**src/rtl/i2s_pkg.sv**
```systemverilog
// Shared definitions for the I2S transmitter: frame geometry and FSM encoding.
package i2s_pkg;

    localparam int FRAME_BITS = 64;
    localparam int SLOT_BITS  = 32;
    localparam int BIT_W      = $clog2(FRAME_BITS);
    localparam int SLOT_W     = $clog2(SLOT_BITS);

    typedef enum logic [1:0] {
        IDLE,
        RUN,
        DRAIN
    } state_t;

endpackage

```
**src/rtl/i2s_clkgen.sv**
```systemverilog
// Bit-clock generator: divides Clk into sclk and flags the cycle before each sclk edge.
module i2s_clkgen #(
    parameter int SCLK_DIV = 16
) (
    input  logic Clk,
    input  logic Reset,
    input  logic run,
    output logic sclk,
    output logic fall_stb
);

    localparam int CW = $clog2(SCLK_DIV);
    localparam logic [CW-1:0] LAST    = CW'(SCLK_DIV - 1);
    localparam logic [CW-1:0] RISE_AT = CW'(SCLK_DIV / 2 - 1);

    logic [CW-1:0] div_cnt;
    logic          rise_stb;

    assign rise_stb = run && (div_cnt == RISE_AT);
    assign fall_stb = run && (div_cnt == LAST);

    // NOTE: sequential state is written with <= so every flop samples pre-edge values.
    always_ff @(posedge Clk or posedge Reset) begin
        if (Reset)
            div_cnt <= '0;
        else if (!run || div_cnt == LAST)
            div_cnt <= '0;
        else
            div_cnt <= div_cnt + CW'(1);
    end

    // sclk is registered so the codec sees a glitch-free clock.
    always_ff @(posedge Clk or posedge Reset) begin
        if (Reset)
            sclk <= 1'b0;
        else if (!run)
            sclk <= 1'b0;
        else if (rise_stb)
            sclk <= 1'b1;
        else if (fall_stb)
            sclk <= 1'b0;
    end

endmodule

```
**src/rtl/i2s_tx.sv**
```systemverilog
// I2S stereo transmitter: one-entry sample buffer, per-frame shadow load, MSB-first serialiser.
module i2s_tx
    import i2s_pkg::*;
#(
    parameter int DATA_W   = 16,
    parameter int SCLK_DIV = 16
) (
    input  logic              Clk,
    input  logic              Reset,
    input  logic              en,
    input  logic [DATA_W-1:0] sample_l,
    input  logic [DATA_W-1:0] sample_r,
    input  logic              sample_valid,
    output logic              sample_ready,
    output logic              sclk,
    output logic              lrclk,
    output logic              sdout,
    output logic              underrun
);

    localparam logic [SLOT_W-1:0] DW_POS = SLOT_W'(DATA_W);

    state_t             state, state_nxt;
    logic [BIT_W-1:0]   bit_cnt;
    logic               run, fall_stb, wrap, load_evt, accept;
    logic               hold_full;
    logic [DATA_W-1:0]  hold_l, hold_r, shd_l, shd_r;
    logic [SLOT_W-1:0]  slot_pos;
    logic [DATA_W-1:0]  slot_word, slot_shift;

    assign run          = (state != IDLE);
    assign wrap         = fall_stb && (bit_cnt == BIT_W'(FRAME_BITS - 1));
    assign sample_ready = !hold_full;
    assign accept       = sample_valid && !hold_full;
    assign lrclk        = bit_cnt[BIT_W-1];

    i2s_clkgen #(.SCLK_DIV(SCLK_DIV)) u_clkgen (
        .Clk      (Clk),
        .Reset    (Reset),
        .run      (run),
        .sclk     (sclk),
        .fall_stb (fall_stb)
    );

    // NOTE: defaults first, so no path through this block leaves a variable unassigned (no latch).
    always_comb begin
        state_nxt = state;
        load_evt  = 1'b0;
        case (state)
            IDLE: if (en) begin
                state_nxt = RUN;
                load_evt  = 1'b1;
            end
            RUN: begin
                if (!en) state_nxt = DRAIN;
                load_evt = wrap;
            end
            DRAIN: if (en) begin
                state_nxt = RUN;
                load_evt  = wrap;
            end else if (wrap) begin
                state_nxt = IDLE;
            end
            default: state_nxt = IDLE;
        endcase
    end

    always_ff @(posedge Clk or posedge Reset) begin
        if (Reset) begin
            state     <= IDLE;
            bit_cnt   <= '0;
            hold_full <= 1'b0;
            shd_l     <= '0;
            shd_r     <= '0;
            underrun  <= 1'b0;
        end else begin
            state    <= state_nxt;
            underrun <= load_evt && !hold_full;
            if (!run)
                bit_cnt <= '0;
            else if (fall_stb)
                bit_cnt <= bit_cnt + BIT_W'(1);
            if (load_evt) begin
                shd_l <= hold_full ? hold_l : '0;
                shd_r <= hold_full ? hold_r : '0;
            end
            // A load with an empty buffer still lets a same-cycle accept land for the next frame.
            if (load_evt && hold_full)
                hold_full <= 1'b0;
            else if (accept)
                hold_full <= 1'b1;
        end
    end

    // NOTE: pure data registers qualified by hold_full need no reset.
    always_ff @(posedge Clk) begin
        if (accept) begin
            hold_l <= sample_l;
            hold_r <= sample_r;
        end
    end

    // Slot position 0 is the I2S one-bit delay; positions past DATA_W pad with zeros.
    always_comb begin
        slot_pos   = bit_cnt[SLOT_W-1:0];
        slot_word  = bit_cnt[BIT_W-1] ? shd_r : shd_l;
        slot_shift = slot_word >> (DW_POS - slot_pos);
        sdout      = (slot_pos != '0 && slot_pos <= DW_POS) ? slot_shift[0] : 1'b0;
    end

endmodule

```
**config.mk**
```make
export PLATFORM = sky130hd
export DESIGN_NAME = i2s_tx
export DESIGN_NICKNAME = d
export VERILOG_FILES = /design/src/rtl/i2s_pkg.sv /design/src/rtl/i2s_clkgen.sv /design/src/rtl/i2s_tx.sv
export SDC_FILE = /design/constraint.sdc
export NUM_CORES = 1
export LEC_CHECK = 0
export ABC_CLOCK_PERIOD_IN_PS = 2900
export CELL_PAD_IN_SITES_DETAIL_PLACEMENT = 0
export CELL_PAD_IN_SITES_GLOBAL_PLACEMENT = 1
export CORE_MARGIN = 5
export CORE_UTILIZATION = 31
export CTS_BUF_LIST = sky130_fd_sc_hd__clkbuf_4 sky130_fd_sc_hd__clkbuf_8 sky130_fd_sc_hd__clkbuf_16
export DETAILED_ROUTE_END_ITERATION = 6
export MAX_ROUTING_LAYER = met4
export PLACE_DENSITY = 0.71
export SYNTH_ARGS = -nofsm -noshare
export SYNTH_HDL_FRONTEND = slang
export SYNTH_SLANG_ARGS = --single-unit
```
**constraint.sdc**
```tcl
create_clock -name Clk -period 2.9 [get_ports Clk]
set_clock_uncertainty 0.05 [all_clocks]
set_input_delay 0.58 -clock Clk [delete_from_list [all_inputs] [get_ports Clk]]
set_output_delay 0.58 -clock Clk [all_outputs]
set_load 0.05 [all_outputs]
```
# Word-level counts from Yosys, hierarchy flattened
# Index checks and enable logic that the tools add are counted.
# totals
ff_bits,79
input_bits,36
output_inout_bits,5
wordCells,60
# op_classes
add_sub_neg,3
n_lt_le_gt_ge,1
n_eq_ne,10
n_shift,1
mux,20
reduce_logical,15
# ops
cell,n
16-bit two-way mux,3
16-bit by 5-bit >> shifter with 1-bit output,1
6-bit two-way mux,2
1-bit two-way mux,8
2-bit two-way mux,4
1-bit logical AND,7
6-bit by 1-bit adder with 6-bit output (second input constant),1
6-bit == test (second input constant),1
2-bit inequality test (second input constant),3
3-bit inequality test (second input constant),2
2-bit one-hot mux with 3 select lines,1
5-bit less-or-equal comparator (second input constant),1
5-bit nonzero test,1
5-bit subtractor (first input constant),1
4-bit by 1-bit adder with 4-bit output (second input constant),1
4-bit by 3-bit == test with 1-bit output (second input constant),1
4-bit == test (second input constant),1
4-bit two-way mux,1
2-bit nonzero test,2
1-bit one-hot mux with 3 select lines,1
3-bit AND reduction,1
2-bit by 1-bit == test with 1-bit output (second input constant),1
2-bit == test (second input constant),1
1-bit logical NOT,2
other kinds (2),2

# Logic depth before layout (Yosys ltp)
# depth
ltp_word,7
depth_mapped,8
depth_no_buf,6

# Hierarchy
# A second synthesis with hierarchy kept.
# hier_totals
hier_cells,272
hier_area_um2,3442.1
# modules_own_cells
mod,n_inst,cells_per_inst,area_per_inst_um2
i2s_tx,1,248,3211.8
i2s_clkgen,1,24,230.2

# Worst setup path after synthesis
# OpenSTA, ideal clock, no wires.
# synth_timing
path_type,register -> output
start,register bit_cnt[0]
end,output port sdout
arrival_time_ns,3.221
required_time_ns,2.270
setup_slack_ns,-0.951
stages_incl_launch_ff,9
n_path_buf,2
path_cell_list,dfrtp_1 > clkbuf_1 > inv_1 > ha_1 > buf_6 > mux4_2 > nor3b_1 > a211oi_2 > nor4_1
# synth_between
elab_chain_cells,3
elab_cells_between_ends,6
classes_between,add/sub: 1; order compare: 1; shift: 1; mux: 1; reduce/logical: 2
# synth_rtl
item,line_no,rtl
start: declaration,i2s_tx.sv:24,logic [BIT_W-1:0] bit_cnt;
start signal: assignment,i2s_tx.sv:82,bit_cnt <= bit_cnt + BIT_W'(1);
"5-bit subtractor, or another cell as far along",i2s_tx.sv:107,slot_shift = slot_word >> (DW_POS - slot_pos);
16-bit by 5-bit >> shifter with 1-bit output or 1-bit logical AND (tied branches),"i2s_tx.sv:107, i2s_tx.sv:108",
1-bit two-way mux (*),i2s_tx.sv:108,sdout = (slot_pos != '0 && slot_pos <= DW_POS) ? slot_shift[0] : 1'b0;
end: declaration,i2s_tx.sv:17,"output logic sdout,"
# Mark *: on every way between the ends. The rest lies on a longest branch, timed or not.

# Worst setup path in the final report
# Same ends and word-level chain as after synthesis.

==> results.yml <==
outcome:
  status: "finished, violations left"
  violations: "setup timing"
global_routing:
  grt_antenna_before_repair: 0
  grt_pass1_wl_mm: 10.5
  grtUsageTotal_pct: 10.4
  grt_pass1_vias: 2229
  grt_start_max_net_pins: 48
  grt-ovfl-total: 0
drt:
  drt-total-wl_mm: 6.13
  drcViolationCount: 0
  postRouteAntennaNets: 0
  dr_total_vias: 2030
  drt_iter0_markers: 46
  via_per_inst: 4.35
  dr.pass1.iters: 4
  wire_per_inst_um: 13.1
critical_path:
  worstPathCellList: "inv_2 > ha_4 > mux4_2 > a311o_1 > a211oi_4 > nor4_4 > buf_6"
  slowest_delay_ps: 510
  worst_path_max_delay_cell: "mux4_2"
  worstPathMaxFanout: 4
  worstPathArrival_ps: 2380
  critPathLaunchType: "flop"
  worstSetupPathType: "flop to output pin"
  cp.required_ps: 2270
  cp-end-kind: "output pin"
  ff2ff_setup_slack_ps: 820
yosys:
  synth_ff_type: "dfrtp_1"
  yosysTopAreaCellShare_pct: 34.5
  yosys_warnings: 0
  synth-edff-count: 32
  synth_largest_area_cell: "dfrtp_1"
  yosysSeqAreaShare_pct: 62.7
  async_flop_share_pct: 59.5
  synthCells: 270
  synth_area_leaders: "dfrtp_1 35%, edfxtp_1 28%, mux2i_1 9.4%"
  synthesis.area_um2: 3410
  ys_seq_elements: 79
  ys_types: 36
  synth_area_per_cell_um2: 12.6
  syn_nets: 309
cts:
  clk_pin_slew_worst_paths_ps: 90
  clk_path_buf_depth: 2
  cts_buffers: 9
  clkSinkCount: 79
  cts.root.buffer_cell: "clkbuf_8"
  insertion_delay_ps: 340
  cts_tree: "built"
  htree_num_levels: 3
floorplan:
  fp-row-count: 38
  die_w_um: 115
  die_area_um2: 13200
  initial_utilization_pct: 31.6
  io_pins: 41
  core_area_um2: 10800
  die-height_um: 115
placed_design:
  gp_congestion: 0.849
  io_buffers: 40
  hpwl_mm: 4.15
flow_run:
  maxCapViolCount: 0
layout:
  diodes: 0
  n_fill_cell: 1041
  area_growth_pct: 25.8
  drive_gt1_share_pct: 16.2
  utilization_pct: 39.7
  fin_nets: 361
power:
  leakagePower_nw: 1.93
  p_per_area_nw_per_um2: 687
  worst_ir_drop_vdd_mv: 0.284
timing:
  setup_violations: 1
  hold_ws_ps: 416
  worst_slew_pin_slew_ps: 652
  period_share_pct: 104
  hold_violations: 0
  worst_slack_ps: -107
  relSlewSlack_pct: 56.4
  clock.fmax_ghz: 0.333
  min_period_ps: 3010
  rsz0062_at_grt: "true"
  drv_slew: 0
hold_path:
  hold_path_class: "flop to flop"
## cells in the mapped netlist (all sizes together) (3+ instances only)
cell	count
xor2	5
edfxtp	32
clkbuf	6
mux4	8
or3	3
dfrtp	47
o21ai	4
ha	3
nand3	5
inv	39
mux2i	32
nand2	37
a21oi	6
nor2	11
buf	8
xnor2	3
## worst paths after layout
path | from | endpoint | cells past startpoint
setup / recovery | bit_cnt[0] | sdout | 7
hold / removal | u_clkgen.div_cnt[0] | u_clkgen.div_cnt[0] | 1
setup reg to reg | bit_cnt[0] | shd_r[5] | 8
hold reg to reg | u_clkgen.div_cnt[0] | u_clkgen.div_cnt[0] | 1
max in group asynchronous | Reset | shd_l[2] | 3
min in group asynchronous | Reset | u_clkgen.div_cnt[1] | 3
## report_power, final
part           switching (W)  internal [W]
registers           0.000125       0.00143
clock network       0.000393      0.000416
logic               0.000311      0.000273
total               0.000829       0.00212
## repair_timing
item / in CTS / in global routing
pin swaps: 4 / 1
hold buffers: 0 / 0
resized for setup: 9 / 2
setup endpoints to repair: 1 / 1
setup buffers: 1 / 2
## per-layer routing
metal / vias up / routed length [um] / GRT usage, %
met2: 30 / 3090 / 16.3
li1: 1017 / - / -
met4: 0 / 71 / 4.69
met1: 975 / 2790 / 12.8
met3: 8 / 180 / 2.37
met5: - / 0 / -
## stage by stage
step	TNS, ps	setup WS, ps	power [W]	std cells	area [um2]
after CTS	-145	-145	0.00301	465	4260
after detailed placement	-61.2	-61.2	0.00217	448	4020
after global routing	-203	-203	0.00315	467	4290
after global placement	0	40.2	0.00215	448	4020
after floorplan	0	34.7	0.00196	270	3420
final	-107	-107	0.00295	467	4290
## cell usage in the layout, fill, tap and decap left out, types with 3 or more instances in the layout
master           count
clkinv_2             3
inv_1               36
a21oi_1              5
mux2i_1             32
inv_2                3
o21ai_0              3
clkbuf_8            10
clkdlybuf4s50_1     39
xor2_1               5
edfxtp_1            32
xnor2_1              3
or3_1                3
buf_4               14
nand3_1              5
nand2_1             37
nor2_1              11
dfrtp_1             47
mux4_2               8
## worst max-delay path: cells and delay by family (launching register included)
| kind | cells | cell delay, ps |
|---|---|---|
| multiplexers | 1 | 510 |
| adder cells (fa/ha/maj) | 1 | 300 |
| AND/OR/NAND/NOR | 1 | 70 |
| buffers and inverters | 2 | 220 |
| flip-flops | 1 | 370 |
| AO/OA/AOI/OAI | 2 | 560 |
## registers in the layout (all words and copies together) (netlist names)
signal / flops
bit_cnt: 6
hold_l: 16
u_clkgen.sclk: 1
underrun: 1
state: 2
shd_l: 16
hold_r: 16
hold_full: 1
u_clkgen.div_cnt: 4
shd_r: 16
## cell type report
type	instances	area (um2)	area share [%]
Clock inverter	6	60.1	1.40
Sequential cell	79	2140	49.8
Tap cell	140	175	4.09
Multi-Input combinational cell	138	1110	26.0
Inverter	39	146	3.41
Timing Repair Buffer	55	518	12.1
Clock buffer	10	138	3.21
## kinds of logic (layout without fill, tap and decap cells)
| logic type | after synthesis | after routing | share of synthesized area, % |
|---|---|---|---|
| compound gates | 18 | 18 | 3.60 |
| xor+xnor | 8 | 8 | 2.06 |
| fa+ha+maj | 3 | 3 | 1.10 |
| buf+inv | 53 | 110 | 6.53 |
| flops | 79 | 79 | 62.7 |
| mux | 42 | 42 | 15.3 |
| simple gates | 67 | 67 | 8.66 |
No activity file was read; power rests on OpenSTA's default activity.
